==> config.mk <==
export PLATFORM = sky130hd
export DESIGN_NAME = alu_exec_unit
export DESIGN_NICKNAME = d
export VERILOG_FILES = /design/src/rtl/alu_exec_unit_pkg.sv /design/src/rtl/alu_exec_unit_mul_div_iter.sv /design/src/rtl/alu_exec_unit.sv
export SDC_FILE = /design/constraint.sdc
export NUM_CORES = 2
export LEC_CHECK = 0
export CAP_MARGIN = 15
export CORE_ASPECT_RATIO = 0.6
export CORE_MARGIN = 5
export CORE_UTILIZATION = 40
export CTS_BUF_LIST = sky130_fd_sc_hd__clkbuf_16
export CTS_CLUSTER_SIZE = 12
export DETAILED_ROUTE_END_ITERATION = 7
export GPL_TIMING_DRIVEN = 1
export PLACE_DENSITY_LB_ADDON = 0.08
export RECOVER_POWER = 25
export SYNTH_ARGS = -nofsm -noshare
export SYNTH_HDL_FRONTEND = slang
export SYNTH_SLANG_ARGS = --single-unit
==> constraint.sdc <==
create_clock -name clk -period 9.91 [get_ports clk]
set_input_delay 1.982 -clock clk [delete_from_list [all_inputs] [get_ports clk]]
set_output_delay 1.982 -clock clk [all_outputs]
set_load 0.05 [all_outputs]
==> src/rtl/alu_exec_unit_pkg.sv <==
// Shared encodings for the ALU execute stage: ALUOp/Funct codes, internal op enum,
// mult/div FSM states and the opcode decoder.
package alu_exec_unit_pkg;

  localparam logic [2:0] ALUOP_ADD   = 3'b000;
  localparam logic [2:0] ALUOP_SUB   = 3'b001;
  localparam logic [2:0] ALUOP_RTYPE = 3'b010;
  localparam logic [2:0] ALUOP_AND   = 3'b011;
  localparam logic [2:0] ALUOP_OR    = 3'b100;
  localparam logic [2:0] ALUOP_SLT   = 3'b101;
  localparam logic [2:0] ALUOP_LUI   = 3'b110;

  localparam logic [5:0] FN_ADD   = 6'b100000;
  localparam logic [5:0] FN_ADDU  = 6'b100001;
  localparam logic [5:0] FN_SUB   = 6'b100010;
  localparam logic [5:0] FN_SUBU  = 6'b100011;
  localparam logic [5:0] FN_AND   = 6'b100100;
  localparam logic [5:0] FN_OR    = 6'b100101;
  localparam logic [5:0] FN_XOR   = 6'b100110;
  localparam logic [5:0] FN_NOR   = 6'b100111;
  localparam logic [5:0] FN_SLT   = 6'b101010;
  localparam logic [5:0] FN_SLTU  = 6'b101011;
  localparam logic [5:0] FN_SLL   = 6'b000000;
  localparam logic [5:0] FN_SRL   = 6'b000010;
  localparam logic [5:0] FN_SRA   = 6'b000011;
  localparam logic [5:0] FN_MFHI  = 6'b010000;
  localparam logic [5:0] FN_MFLO  = 6'b010010;
  localparam logic [5:0] FN_MULT  = 6'b011000;
  localparam logic [5:0] FN_MULTU = 6'b011001;
  localparam logic [5:0] FN_DIV   = 6'b011010;
  localparam logic [5:0] FN_DIVU  = 6'b011011;

  typedef enum logic [3:0] {
    OP_ADD, OP_ADDU, OP_SUB, OP_SUBU, OP_AND, OP_OR, OP_XOR, OP_NOR,
    OP_SLT, OP_SLTU, OP_SLL, OP_SRL, OP_SRA, OP_LUI, OP_MFHI, OP_MFLO
  } alu_op_e;

  typedef enum logic [1:0] {MD_IDLE, MD_RUN, MD_FIX} md_state_e;

  typedef struct packed {
    alu_op_e op;
    logic    is_md;
    logic    md_div;
    logic    md_signed;
    logic    illegal;
  } dec_t;

  function automatic dec_t decode(input logic [2:0] aluop, input logic [5:0] funct);
    dec_t d;
    d.op        = OP_ADD;
    d.is_md     = 1'b0;
    d.md_div    = 1'b0;
    d.md_signed = 1'b0;
    d.illegal   = 1'b0;
    case (aluop)
      ALUOP_ADD: d.op = OP_ADD;
      ALUOP_SUB: d.op = OP_SUB;
      ALUOP_AND: d.op = OP_AND;
      ALUOP_OR:  d.op = OP_OR;
      ALUOP_SLT: d.op = OP_SLT;
      ALUOP_LUI: d.op = OP_LUI;
      ALUOP_RTYPE: begin
        case (funct)
          FN_ADD:   d.op = OP_ADD;
          FN_ADDU:  d.op = OP_ADDU;
          FN_SUB:   d.op = OP_SUB;
          FN_SUBU:  d.op = OP_SUBU;
          FN_AND:   d.op = OP_AND;
          FN_OR:    d.op = OP_OR;
          FN_XOR:   d.op = OP_XOR;
          FN_NOR:   d.op = OP_NOR;
          FN_SLT:   d.op = OP_SLT;
          FN_SLTU:  d.op = OP_SLTU;
          FN_SLL:   d.op = OP_SLL;
          FN_SRL:   d.op = OP_SRL;
          FN_SRA:   d.op = OP_SRA;
          FN_MFHI:  d.op = OP_MFHI;
          FN_MFLO:  d.op = OP_MFLO;
          FN_MULT:  begin d.is_md = 1'b1; d.md_signed = 1'b1; end
          FN_MULTU: d.is_md = 1'b1;
          FN_DIV:   begin d.is_md = 1'b1; d.md_div = 1'b1; d.md_signed = 1'b1; end
          FN_DIVU:  begin d.is_md = 1'b1; d.md_div = 1'b1; end
          default:  d.illegal = 1'b1;
        endcase
      end
      default: d.illegal = 1'b1;
    endcase
    return d;
  endfunction

endpackage

==> src/rtl/alu_exec_unit_mul_div_iter.sv <==
// Iterative multiply/divide engine: WIDTH shift-add or restoring-subtract steps on
// operand magnitudes, then one FIX cycle that applies signs and presents HI/LO.
module mul_div_iter
  import alu_exec_unit_pkg::*;
#(
  parameter int WIDTH = 32
) (
  input  logic             clk,
  input  logic             reset_n,
  input  logic             start,
  input  logic             is_div,
  input  logic             is_signed,
  input  logic [WIDTH-1:0] a,
  input  logic [WIDTH-1:0] b,
  output logic             done,
  output logic [WIDTH-1:0] hi,
  output logic [WIDTH-1:0] lo,
  output logic             div0
);

  localparam int CNT_W = $clog2(WIDTH);

  md_state_e        state_q, state_d;
  logic [CNT_W-1:0] cnt_q, cnt_d;
  logic [WIDTH:0]   acc_q, acc_d;
  logic [WIDTH-1:0] lo_q, lo_d, opb_q, opb_d, a_raw_q, a_raw_d;
  logic             div_q, div_d, neg_a_q, neg_a_d, neg_b_q, neg_b_d, bzero_q, bzero_d;

  logic             a_neg, b_neg;
  logic [WIDTH:0]   mul_sum, div_shift, div_diff;
  logic [2*WIDTH-1:0] prod;

  assign a_neg     = is_signed & a[WIDTH-1];
  assign b_neg     = is_signed & b[WIDTH-1];
  assign mul_sum   = {1'b0, acc_q[WIDTH-1:0]} + (lo_q[0] ? {1'b0, opb_q} : '0);
  assign div_shift = {acc_q[WIDTH-1:0], lo_q[WIDTH-1]};
  assign div_diff  = div_shift - {1'b0, opb_q};

  always_comb begin
    state_d = state_q;
    cnt_d   = cnt_q;
    acc_d   = acc_q;
    lo_d    = lo_q;
    opb_d   = opb_q;
    a_raw_d = a_raw_q;
    div_d   = div_q;
    neg_a_d = neg_a_q;
    neg_b_d = neg_b_q;
    bzero_d = bzero_q;
    case (state_q)
      MD_IDLE: begin
        if (start) begin
          acc_d   = '0;
          lo_d    = a_neg ? -a : a;
          opb_d   = b_neg ? -b : b;
          a_raw_d = a;
          div_d   = is_div;
          neg_a_d = a_neg;
          neg_b_d = b_neg;
          bzero_d = (b == '0);
          cnt_d   = CNT_W'(WIDTH - 1);
          state_d = MD_RUN;
        end
      end
      MD_RUN: begin
        if (div_q) begin
          // restoring step: keep the trial difference only when it did not borrow
          acc_d = div_diff[WIDTH] ? div_shift : div_diff;
          lo_d  = {lo_q[WIDTH-2:0], ~div_diff[WIDTH]};
        end else begin
          acc_d = {1'b0, mul_sum[WIDTH:1]};
          lo_d  = {mul_sum[0], lo_q[WIDTH-1:1]};
        end
        if (cnt_q == '0) state_d = MD_FIX;
        else cnt_d = cnt_q - 1'b1;
      end
      default: state_d = MD_IDLE;
    endcase
  end

  always_comb begin
    prod = {acc_q[WIDTH-1:0], lo_q};
    hi   = '0;
    lo   = '0;
    if (!div_q) begin
      if (neg_a_q ^ neg_b_q) prod = -prod;
      hi = prod[2*WIDTH-1:WIDTH];
      lo = prod[WIDTH-1:0];
    end else if (bzero_q) begin
      hi = a_raw_q;
      lo = '1;
    end else begin
      lo = (neg_a_q ^ neg_b_q) ? -lo_q : lo_q;
      hi = neg_a_q ? -acc_q[WIDTH-1:0] : acc_q[WIDTH-1:0];
    end
  end

  assign done = (state_q == MD_FIX);
  assign div0 = div_q & bzero_q;

  always_ff @(posedge clk or negedge reset_n) begin
    if (!reset_n) begin
      state_q <= MD_IDLE;
      cnt_q   <= '0;
      acc_q   <= '0;
      lo_q    <= '0;
      opb_q   <= '0;
      a_raw_q <= '0;
      div_q   <= 1'b0;
      neg_a_q <= 1'b0;
      neg_b_q <= 1'b0;
      bzero_q <= 1'b0;
    end else begin
      state_q <= state_d;
      cnt_q   <= cnt_d;
      acc_q   <= acc_d;
      lo_q    <= lo_d;
      opb_q   <= opb_d;
      a_raw_q <= a_raw_d;
      div_q   <= div_d;
      neg_a_q <= neg_a_d;
      neg_b_q <= neg_b_d;
      bzero_q <= bzero_d;
    end
  end

endmodule

==> src/rtl/alu_exec_unit.sv <==
// MIPS ALU execute stage: single-cycle ops registered at the accept edge, plus an
// iterative mult/div engine with HI/LO that stalls upstream through in_ready.
module alu_exec_unit
  import alu_exec_unit_pkg::*;
#(
  parameter int WIDTH   = 32,
  parameter int SHAMT_W = 5
) (
  input  logic               clk,
  input  logic               reset_n,
  input  logic               in_valid,
  output logic               in_ready,
  input  logic [2:0]         ALUOp,
  input  logic [5:0]         Funct,
  input  logic [WIDTH-1:0]   A,
  input  logic [WIDTH-1:0]   B,
  input  logic [SHAMT_W-1:0] shamt,
  output logic [WIDTH-1:0]   result,
  output logic               zero,
  output logic               overflow,
  output logic               div0,
  output logic               illegal,
  output logic               out_valid,
  output logic               busy
);

  dec_t             dec;
  logic             accept, md_done, md_div0;
  logic [WIDTH-1:0] md_hi, md_lo, alu_res, sum, diff;
  logic             alu_ovf;

  logic [WIDTH-1:0] result_q, result_d, hi_q, hi_d, lo_q, lo_d;
  logic             zero_q, zero_d, overflow_q, overflow_d, div0_q, div0_d;
  logic             illegal_q, illegal_d, out_valid_q, out_valid_d, busy_q, busy_d;

  assign dec    = decode(ALUOp, Funct);
  assign accept = in_valid && !busy_q;
  assign sum    = A + B;
  assign diff   = A - B;

  mul_div_iter #(.WIDTH(WIDTH)) u_mul_div (
    .clk       (clk),
    .reset_n   (reset_n),
    .start     (accept && dec.is_md),
    .is_div    (dec.md_div),
    .is_signed (dec.md_signed),
    .a         (A),
    .b         (B),
    .done      (md_done),
    .hi        (md_hi),
    .lo        (md_lo),
    .div0      (md_div0)
  );

  always_comb begin
    alu_res = '0;
    alu_ovf = 1'b0;
    case (dec.op)
      OP_ADD:  begin alu_res = sum;  alu_ovf = (A[WIDTH-1] == B[WIDTH-1]) && (sum[WIDTH-1] != A[WIDTH-1]); end
      OP_ADDU: alu_res = sum;
      OP_SUB:  begin alu_res = diff; alu_ovf = (A[WIDTH-1] != B[WIDTH-1]) && (diff[WIDTH-1] != A[WIDTH-1]); end
      OP_SUBU: alu_res = diff;
      OP_AND:  alu_res = A & B;
      OP_OR:   alu_res = A | B;
      OP_XOR:  alu_res = A ^ B;
      OP_NOR:  alu_res = ~(A | B);
      OP_SLT:  alu_res = {{(WIDTH-1){1'b0}}, ($signed(A) < $signed(B))};
      OP_SLTU: alu_res = {{(WIDTH-1){1'b0}}, (A < B)};
      OP_SLL:  alu_res = B << shamt;
      OP_SRL:  alu_res = B >> shamt;
      OP_SRA:  alu_res = $signed(B) >>> shamt;
      OP_LUI:  alu_res = B << 16;
      OP_MFHI: alu_res = hi_q;
      OP_MFLO: alu_res = lo_q;
      default: alu_res = '0;
    endcase
  end

  always_comb begin
    result_d    = result_q;
    zero_d      = zero_q;
    overflow_d  = overflow_q;
    div0_d      = div0_q;
    illegal_d   = illegal_q;
    hi_d        = hi_q;
    lo_d        = lo_q;
    busy_d      = busy_q;
    out_valid_d = 1'b0;
    if (md_done) begin
      hi_d        = md_hi;
      lo_d        = md_lo;
      result_d    = md_lo;
      zero_d      = (md_lo == '0);
      overflow_d  = 1'b0;
      illegal_d   = 1'b0;
      div0_d      = md_div0;
      out_valid_d = 1'b1;
      busy_d      = 1'b0;
    end else if (accept) begin
      if (dec.illegal) begin
        result_d    = '0;
        zero_d      = 1'b1;
        overflow_d  = 1'b0;
        illegal_d   = 1'b1;
        div0_d      = 1'b0;
        out_valid_d = 1'b1;
      end else if (dec.is_md) begin
        busy_d = 1'b1;
      end else begin
        result_d    = alu_res;
        zero_d      = (alu_res == '0);
        overflow_d  = alu_ovf;
        illegal_d   = 1'b0;
        div0_d      = 1'b0;
        out_valid_d = 1'b1;
      end
    end
  end

  always_ff @(posedge clk or negedge reset_n) begin
    if (!reset_n) begin
      result_q    <= '0;
      zero_q      <= 1'b1;
      overflow_q  <= 1'b0;
      div0_q      <= 1'b0;
      illegal_q   <= 1'b0;
      hi_q        <= '0;
      lo_q        <= '0;
      busy_q      <= 1'b0;
      out_valid_q <= 1'b0;
    end else begin
      result_q    <= result_d;
      zero_q      <= zero_d;
      overflow_q  <= overflow_d;
      div0_q      <= div0_d;
      illegal_q   <= illegal_d;
      hi_q        <= hi_d;
      lo_q        <= lo_d;
      busy_q      <= busy_d;
      out_valid_q <= out_valid_d;
    end
  end

  assign result    = result_q;
  assign zero      = zero_q;
  assign overflow  = overflow_q;
  assign div0      = div0_q;
  assign illegal   = illegal_q;
  assign out_valid = out_valid_q;
  assign busy      = busy_q;
  assign in_ready  = !busy_q;

endmodule
==> impl_metrics.yaml, run 1 <==
die:
  num_io_pins: 120
  initial_core_util: 0.404
  row_count: 77
  die_h_um: 221
  fp.dieW_um: 362
  core_um2: 73600
  dieArea_um2: 80000
critical_path:
  worst_ep_required_time_ns: 10.44
  critPathMaxFanout: 14
  slowest_delay_ns: 1.09
  r2r_slack_ns: 4.13
  reg2regPathDepth: 11
  end_kind: "flip-flop"
  rr_endpoint: "zero$_DFFE_PN1P_"
  cp.arrival_ns: 8.06
  crit_type: "input port to flip-flop"
  path_cells: "clkdlybuf4s50_1 -> buf_4 -> inv_1 -> ha_1 -> inv_1 -> a2111oi_1 -> a21oi_1 -> nor4_1 -> or4_1 -> nand3_1 -> a221oi_1 -> o21ai_0 -> nor4_1 -> nand4_1 -> o21ai_1"
  cp_top_family: "compound AO/OA/AOI/OAI gates"
  slowest_stage: "a2111oi_1"
  cp.buffers_inverters: 4
  r2r_start: "u_mul_div.div_q$_DFFE_PN0P_"
  startpoint_type: "input port"
sta:
  fin_ws_ns: 2.37
  finClkSkew_ns: 0.0169
  setup_viol: 0
  hold_viol: 0
  slew_viol_final: 148
  period_minus_slack_ns: 7.54
  slew_headroom: -2.71
  tightest_slew_ns: 5.56
  rsz0062_at_grt: "false"
  finalCritPeriodShare: 0.761
  fin_tns_setup_ns: 0
  max_freq_ghz: 0.133
yosys:
  async_flop_share: 1.00
  synth_nets: 4123
  yosys_warnings: 0
  dominantRegCellSynth: "dfrtp_1"
  synth.distinct_cells: 101
  synth_edf_count: 0
  synth-seq-cells: 241
  synthCells: 3872
  synthesis.area_um2: 29700
  syn_area_per_cell_um2: 7.67
  ys_seq_area_frac: 0.203
clock_tree:
  clock_path_buffers: 3
  hold_buffers: 0
  tritoncts: "done"
  cts_num_sinks: 241
  cts-buffers-inserted: 27
  cts_root_buf: "clkbuf_16"
  post-cts-setup-buffer-count: 0
  htreeDepth: 1
  clk_pin_slew_ns: 0.07
  clk-insertion-delay-late_ns: 0.59
  cts-resized-gates: 0
cells_and_area:
  area.sequential_um2: 6030
  nFillCells: 7592
  layout_common_cells: "390 x nand2_1, 374 x nor2_1, 336 x o21ai_0"
  nets: 4076
  drive_gt1_frac: 0.0864
  syn2layout_area_growth_pct: 9.83
  final_area_um2: 32600
  layout_commonest_cell: "nand2_1"
  multi_input_area_um2: 21800
  final_cells: 4838
place:
  place_hpwl_mm: 142
  io_buffer_count: 119
  dp.cells: 4778
  gp_congestion: 1.09
  placed_area_um2: 31800
  place_ws_ns: 2.35
min_path:
  min_path_cells: 2
  hp-start: "u_mul_div.opb_q[22]$_DFFE_PN0P_"
  hp-class: "flip-flop to flip-flop"
  hold_end: "u_mul_div.opb_q[22]$_DFFE_PN0P_"
pwr:
  p_per_area_nw_per_um2: 114
  cellLeakagePower_uw: 0.0129
  vdd_drop_max_uv: 141
grt:
  first_global_vias: 29520
  grt_overflow: 0
  antenna_found_initial: 11
  grt_pass1_wl_mm: 244
  grt_usage: 0.424
  grt_max_degree: 144
drt:
  num_vias: 33936
  wl_per_cell_um: 36.8
  first_pass_iters: 6
  wl_mm: 178
  postRouteAntennaNets: 0
  drc: 0
  detail_route.vias_per_cell: 7.01
  drt_iter0_markers: 5980
job:
  cap_viol_max_count: 2
run_status:
  run_status: "finished, violations left"
  violations: "capacitance limit, slew limit"
-- per-stage QoR --
stage	total power, uW	hold slack (ns)	util
final	3720	0.486	0.443
after global routing	3790	0.505	0.443
after CTS	3600	0.486	0.443
after detailed placement	2590	0.470	0.432
after global placement	2610	0.463	0.431
after floorplan	1940	0.440	-
-- registers in the layout (all words and copies together), names as in the netlist, 2 cells and up --
signal,count
u_mul_div.acc_q,32
lo_q,32
u_mul_div.cnt_q,5
u_mul_div.state_q,2
u_mul_div.a_raw_q,32
u_mul_div.opb_q,32
result,32
u_mul_div.lo_q,32
hi_q,32
-- routing by layer --
metal  up-vias  wire length, um  GRT usage  share of wire
li1      14251                -          -              -
met1     16844            81900      0.661           0.46
met2      2562            60100      0.488           0.34
met3       267            30800      0.228           0.17
met4        12             4970     0.0891          0.028
met5         -              335     0.0232         0.0019
-- power by group --
| part | switching [uW] | leakage [uW] | internal, uW |
|---|---|---|---|
| logic | 1100 | 0.00945 | 482 |
| registers | 74.0 | 0.00300 | 1040 |
| clock network | 482 | 0.000437 | 549 |
| total | 1650 | 0.0129 | 2070 |
-- synthesized netlist by cell type, types with 24 or more instances --
cell,count,share of area
nor2b_1,37,0.0078
nor4_1,51,0.011
a31oi_1,40,0.0084
o41ai_1,24,0.0071
nand4_1,30,0.0063
dfrtp_1,240,0.20
a21o_1,62,0.016
ha_1,166,0.070
a221oi_1,41,0.012
mux2i_1,133,0.045
and3_1,26,0.0055
o211ai_1,42,0.011
o31ai_1,39,0.0099
or3_1,34,0.0072
a211oi_1,76,0.019
nor2_1,377,0.048
inv_1,151,0.019
nand3_1,64,0.011
xnor2_1,160,0.047
a22oi_1,46,0.012
and2_1,29,0.0061
o21ai_0,336,0.057
nand2b_1,54,0.011
mux4_2,71,0.054
xor2_1,63,0.019
nand2_1,391,0.049
clkbuf_1,250,0.032
a21oi_1,285,0.048
nor3_1,77,0.013
buf_2,26,0.0044
-- cell type report --
cell class / count / share of cell area
multi-input combinational: 3154 / 0.668
antenna: 10 / 0.000767
sequential: 241 / 0.185
clock buffer: 27 / 0.0207
inverter: 153 / 0.0176
timing repair buffer: 248 / 0.0657
tap: 987 / 0.0378
clock inverter: 18 / 0.00472
-- worst min-delay path: stages (launching register included) --
cell and delay [ns]:
dfrtp_1 0.35, nand2_1 0.05, o21ai_0 0.06
-- worst max-delay path by stage --
stage / from / end / slack, ns / cells past startpoint
after global routing: reset_n / result[22]$_DFFE_PN0P_ / 2.32 / 1
final: B[4] / zero$_DFFE_PN1P_ / 2.37 / 15
after detailed placement: B[4] / zero$_DFFE_PN1P_ / 2.35 / 15
after floorplan: B[14] / result[30]$_DFFE_PN0P_ / 4.42 / 16
after CTS: B[4] / zero$_DFFE_PN1P_ / 2.97 / 15
after global placement: B[4] / overflow$_DFFE_PN0P_ / 2.44 / 15
-- cells by family (layout without fill, tap and decap cells) --
logic type / Yosys count / count (layout) / synth area share
fa+ha+maj: 170 / 170 / 0.0726
compound gates: 1280 / 1280 / 0.284
other cells: 0 / 10 / 0
simple gates: 1256 / 1256 / 0.200
xor+xnor: 223 / 223 / 0.0657
buf+inv: 477 / 446 / 0.0682
flops: 241 / 241 / 0.203
mux: 225 / 225 / 0.107
Power figures use the tool's default switching activity.
==> run 2: changes to the inputs <==
==> constraint.sdc (replaced) <==
create_clock -name clk -period 6.15 [get_ports clk]
set_input_delay 1.23 -clock clk [delete_from_list [all_inputs] [get_ports clk]]
set_output_delay 1.23 -clock clk [all_outputs]
set_load 0.05 [all_outputs]
==> run 2 against run 1 <==
The flow still finishes with violations (capacitance limit, slew limit). Critical path depth grew 1. Combinational power increased by 73%. Power rose by 64%. Hold slack got worse by 0.0056 ns. Cell area grew 4.5%. Die area is the same. Via count is 2.3% higher. Non-clock buffer count up 189. Critical endpoint unchanged. Largest power group unchanged. Highest routed layer unchanged.
==> impl_metrics.yaml, run 2 (synthesized netlist as in run 1, its figures left out) <==
drt:
  wl_met3_mm: 34.2
  wl_mm: 182
  drc: 0
  drt_iter0_markers: 6160
  detail_route.vias_per_cell: 6.91
  wl_met2_mm: 61.1
  num_vias: 34727
  wl_per_cell_um: 36.3
  first_pass_iters: 8
  top_layer_used: "met5"
  met1_length_mm: 81.4
  postRouteAntennaNets: 0
clock_tree:
  clock_path_buffers: 3
  htreeDepth: 1
  cts-resized-gates: 0
  tritoncts: "done"
  hold_buffers: 0
  clk_pin_slew_ns: 0.08
  cts-buffers-inserted: 27
  clk-insertion-delay-late_ns: 0.60
  cts_root_buf: "clkbuf_16"
  post-cts-setup-buffer-count: 0
  cts_num_sinks: 241
die:
  num_io_pins: 120
  fp.dieW_um: 362
  initial_core_util: 0.404
  dieArea_um2: 80000
  row_count: 77
  core_um2: 73600
  die_h_um: 221
critical_path:
  cp.arrival_ns: 6.58
  rr_endpoint: "u_mul_div.acc_q[9]$_DFFE_PN0P_"
  slowest_delay_ns: 0.73
  cp_top_family: "compound AO/OA/AOI/OAI gates"
  cp.buffers_inverters: 5
  reg2regPathDepth: 15
  slowest_stage: "o21ai_0"
  path_cells: "clkdlybuf4s50_1 -> inv_1 -> ha_1 -> buf_4 -> inv_1 -> a2111oi_0 -> buf_4 -> a211oi_1 -> a2111o_1 -> and3_1 -> o21ai_0 -> a31oi_1 -> or4_1 -> nor4_1 -> nand4_1 -> o21ai_1"
  critPathMaxFanout: 7
  end_kind: "flip-flop"
  r2r_start: "u_mul_div.lo_q[31]$_DFFE_PN0P_"
  crit_type: "input port to flip-flop"
  r2r_slack_ns: 0.71
  worst_ep_required_time_ns: 6.69
  startpoint_type: "input port"
min_path:
  min_path_cells: 2
  hold_end: "u_mul_div.opb_q[29]$_DFFE_PN0P_"
  hp-class: "flip-flop to flip-flop"
  hp-start: "u_mul_div.opb_q[29]$_DFFE_PN0P_"
sta:
  finalCritPeriodShare: 0.982
  slew_headroom: -0.202
  max_freq_ghz: 0.166
  fin_ws_ns: 0.112
  tightest_slew_ns: 1.80
  rsz0062_at_grt: "false"
  setup_viol: 0
  period_minus_slack_ns: 6.04
  slew_viol_final: 72
  hold_viol: 0
  finClkSkew_ns: 0.0358
grt:
  first_global_vias: 30505
  grt_max_degree: 149
  antenna_found_initial: 16
  grt_overflow: 0
  grt_usage: 0.434
  grt_pass1_wl_mm: 250
pwr:
  cellLeakagePower_uw: 0.0138
  vdd_drop_max_uv: 203
  p_per_area_nw_per_um2: 179
cells_and_area:
  syn2layout_area_growth_pct: 14.8
  layout_commonest_cell: "nand2_1"
  layout_common_cells: "390 x nand2_1, 375 x nor2_1, 336 x o21ai_0"
  nets: 4265
  nFillCells: 7546
  final_core_util: 0.464
  drive_gt1_frac: 0.129
run_status:
  run_status: "finished, violations left"
  violations: "capacitance limit, slew limit"
place:
  io_buffer_count: 119
  gp_congestion: 1.17
  place_hpwl_mm: 149
  place_ws_ns: -0.0551
job:
  cap_viol_max_count: 1
## run 2: routing by layer
metal  global-route usage  up-vias
met4               0.0914       28
met5               0.0493        -
met3                0.263      280
li1                     -    14612
met2                0.496     2803
met1                0.658    17004
## run 2: worst max-delay path by stage
stage	depth (start not counted)	start	end	slack, ns
floorplan	16	B[14]	result[30]$_DFFE_PN0P_	1.42
CTS	13	Funct[5]	zero$_DFFE_PN1P_	0.58
global placement	15	A[3]	zero$_DFFE_PN1P_	-0.09
finish	16	B[5]	zero$_DFFE_PN1P_	0.11
global route	13	Funct[5]	zero$_DFFE_PN1P_	0.24
detailed placement	13	Funct[5]	zero$_DFFE_PN1P_	-0.06
## run 2: per-stage QoR
| step | setup TNS (ns) | std cells | hold WS, ns | power (uW) | cell area (um2) |
|---|---|---|---|---|---|
| floorplan | 0 | 3872 | 0.440 | 3130 | 29700 |
| global placement | -0.0858 | 4972 | 0.465 | 4380 | 33300 |
| detailed placement | -0.0551 | 4972 | 0.471 | 4350 | 33300 |
| CTS | 0 | 5020 | 0.448 | 5940 | 34100 |
| global route | 0 | 5020 | 0.507 | 6240 | 34100 |
| finish | 0 | 5023 | 0.480 | 6120 | 34100 |
## run 2: final cells by class
type,instances,area (um2),area share
timing repair buffer,437,3660,0.107
clock inverter,21,140,0.00411
multi-input combinational,3154,21800,0.639
antenna,3,7.51,0.000220
inverter,153,574,0.0168
clock buffer,27,676,0.0198
tap,987,1230,0.0362
sequential,241,6040,0.177
## run 2: power breakdown
part / leakage [uW] / switching [uW] / internal (uW)
sequential: 0.00299 / 115 / 1670
combinational: 0.0104 / 1830 / 909
clock: 0.000434 / 747 / 844
## run 2: tightest hold or removal path: cells and delay by family (launching register included)
| kind | cells | cell delay (ns) |
|---|---|---|
| AND/OR/NAND/NOR | 1 | 0.05 |
| AO/OA/AOI/OAI | 1 | 0.06 |
| flip-flops | 1 | 0.34 |
==> run 3: changes to the inputs <==
==> constraint.sdc (replaced) <==
create_clock -name clk -period 4.9 [get_ports clk]
set_input_delay 0.98 -clock clk [delete_from_list [all_inputs] [get_ports clk]]
set_output_delay 0.98 -clock clk [all_outputs]
set_load 0.05 [all_outputs]
==> run 3 against run 2 <==
The run ends with DRC, capacitance limit, slew limit, setup timing left. Via count rose by 5.3%. Power rose by 31%. Clock skew rose by 0.0012 ns. Hold slack improved by 0.0014 ns. Non-clock buffer count rose by 513. Combinational power rose by 42%. Critical endpoint unchanged. Global-route usage barely moved. Final cell count rose by 10%. Flip-flop and latch count did not move.
==> impl_metrics.yaml, run 3 (synthesized netlist as in run 1, its figures left out) <==
clock_tree:
  clock_path_buffers: 3
  tritoncts: "done"
  cts_root_buf: "clkbuf_16"
  clk-insertion-delay-late_ns: 0.60
  htreeDepth: 1
  post-cts-setup-buffer-count: 0
  cts_num_sinks: 241
  clk_pin_slew_ns: 0.08
  cts-buffers-inserted: 26
critical_path:
  path_cells: "clkdlybuf4s50_1 -> buf_4 -> buf_4 -> mux4_2 -> or2_2 -> o211ai_1 -> buf_4 -> a31oi_1 -> nor4b_1 -> buf_4 -> nand4_1 -> nor4_2 -> o2111ai_1 -> nor4_2 -> nand4_1 -> o21ai_1"
  cp.arrival_ns: 5.55
  critPathMaxFanout: 7
  crit_type: "input port to flip-flop"
  cp.depth: 16
  cp.buffers_inverters: 5
  cp-startpoint: "B[22]"
  endpoint: "zero$_DFFE_PN1P_"
  startpoint_type: "input port"
  cp_top_family: "simple AND/OR/NAND/NOR gates"
  r2r_start: "u_mul_div.lo_q[31]$_DFFE_PN0P_"
  slowest_stage: "mux4_2"
  r2r_slack_ns: 0.29
  end_kind: "flip-flop"
  rr_endpoint: "u_mul_div.acc_q[0]$_DFFE_PN0P_"
  reg2regPathDepth: 17
  worst_ep_required_time_ns: 5.43
  critPathMostFrequentCell: "buf_4"
  slowest_delay_ns: 0.55
place:
  place_hpwl_mm: 152
  gp_congestion: 1.17
  place_ws_ns: -0.836
  io_buffer_count: 119
sta:
  rsz0062_at_grt: "false"
  slew_headroom: -1.06
  finClkSkew_ns: 0.0370
  period_minus_slack_ns: 5.02
  max_freq_ghz: 0.199
  finalCritPeriodShare: 1.02
  slew_viol_final: 109
  fin_ws_ns: -0.121
  tightest_slew_ns: 3.09
  hold_viol: 0
  setup_viol: 1
cells_and_area:
  syn2layout_area_growth_pct: 28.6
  layout_commonest_cell: "buf_4"
  layout_common_cells: "815 x buf_4, 390 x nand2_1, 373 x nor2_1"
  drive_gt1_frac: 0.232
  nets: 4777
job:
  cap_viol_max_count: 1
drt:
  postRouteAntennaNets: 0
  detail_route.vias_per_cell: 6.61
  num_vias: 36569
  drt_iter0_markers: 6492
  first_pass_iters: 8
  drc: 42
  wl_mm: 182
  wl_per_cell_um: 33.0
pwr:
  internal_power_uw: 4550
  cellLeakagePower_uw: 0.0164
  p_per_area_nw_per_um2: 209
  power_uw: 7990
  power_frac_comb: 0.486
  vdd_drop_max_uv: 258
  clkPwrFrac: 0.235
  seqPwrFrac: 0.279
  power_switching_uw: 3440
  p_sw_frac: 0.431
grt:
  grt_overflow: 0
  grt_pass1_wl_mm: 252
  grt_usage: 0.434
  antenna_found_initial: 17
  first_global_vias: 32135
  grt_max_degree: 110
min_path:
  hp-start: "u_mul_div.opb_q[5]$_DFFE_PN0P_"
  hp-class: "flip-flop to flip-flop"
die:
  dieArea_um2: 80000
  row_count: 77
  core_um2: 73600
  fp.dieW_um: 362
  initial_core_util: 0.404
  die_h_um: 221
  num_io_pins: 120
run_status:
  run_status: "finished, violations left"
  violations: "DRC, capacitance limit, slew limit, setup timing"
run 3: worst min-delay path by stage:
stage                                              endpoint  depth (start not counted)
after global placement     u_mul_div.a_raw_q[9]$_DFFE_PN0P_                          2
after floorplan           u_mul_div.a_raw_q[31]$_DFFE_PN0P_                          2
after global routing        u_mul_div.opb_q[30]$_DFFE_PN0P_                          2
after detailed placement     u_mul_div.opb_q[5]$_DFFE_PN0P_                          2
after CTS                    u_mul_div.opb_q[5]$_DFFE_PN0P_                          2
final                        u_mul_div.opb_q[5]$_DFFE_PN0P_                          2
run 3: timing repair:
action,CTS,global route
hold buffers,0,0
setup endpoints to repair,1,12
resized for setup,4,31
run 3: metrics by stage:
step	instance area, um2	TNS, ns	instances	hold slack (ns)	util
6_report	38200	-0.121	5536	0.481	0.519
5_1_grt	38200	0	5532	0.502	0.519
4_1_cts	38100	0	5531	0.484	0.517
3_5_place_dp	37300	-5.92	5485	0.471	0.506
3_3_place_gp	37300	-5.44	5485	0.464	0.506
2_1_floorplan	29700	0	3872	0.440	-
run 3: worst min-delay path: cells and delay by family (launching register included):
kind / cells / cell delay, ns
AND/OR/NAND/NOR: 1 / 0.05
AO/OA/AOI/OAI: 1 / 0.06
flip-flops: 1 / 0.34
run 3: cell type report:
type                    count  area, um2
well taps                 987       1230
fillers                  7326      35400
repair buffers            950       7640
diodes                      5       12.5
clock buffers              26        651
inverters                 153        578
flip-flops and latches    241       6040
multi-input cells        3154      21900
clock inverters            20        103
run 3: power by group through the flow:
stage                     clock network, uW  registers [uW]  logic (uW)
final                                  1880            2230        3880
after global routing                   1960            2240        3960
after CTS                              1880            2220        3610
after detailed placement                  0            2260        3600
after global placement                    0            2260        3600
after floorplan                           0            2380        1550
run 3: routing by layer:
metal / GRT usage / share of wire / vias to the layer above
met2: 0.504 / 0.34 / 2840
met5: 0.0493 / 0.0039 / -
li1: - / - / 15619
met4: 0.0678 / 0.022 / 20
met1: 0.664 / 0.45 / 17824
met3: 0.260 / 0.19 / 266
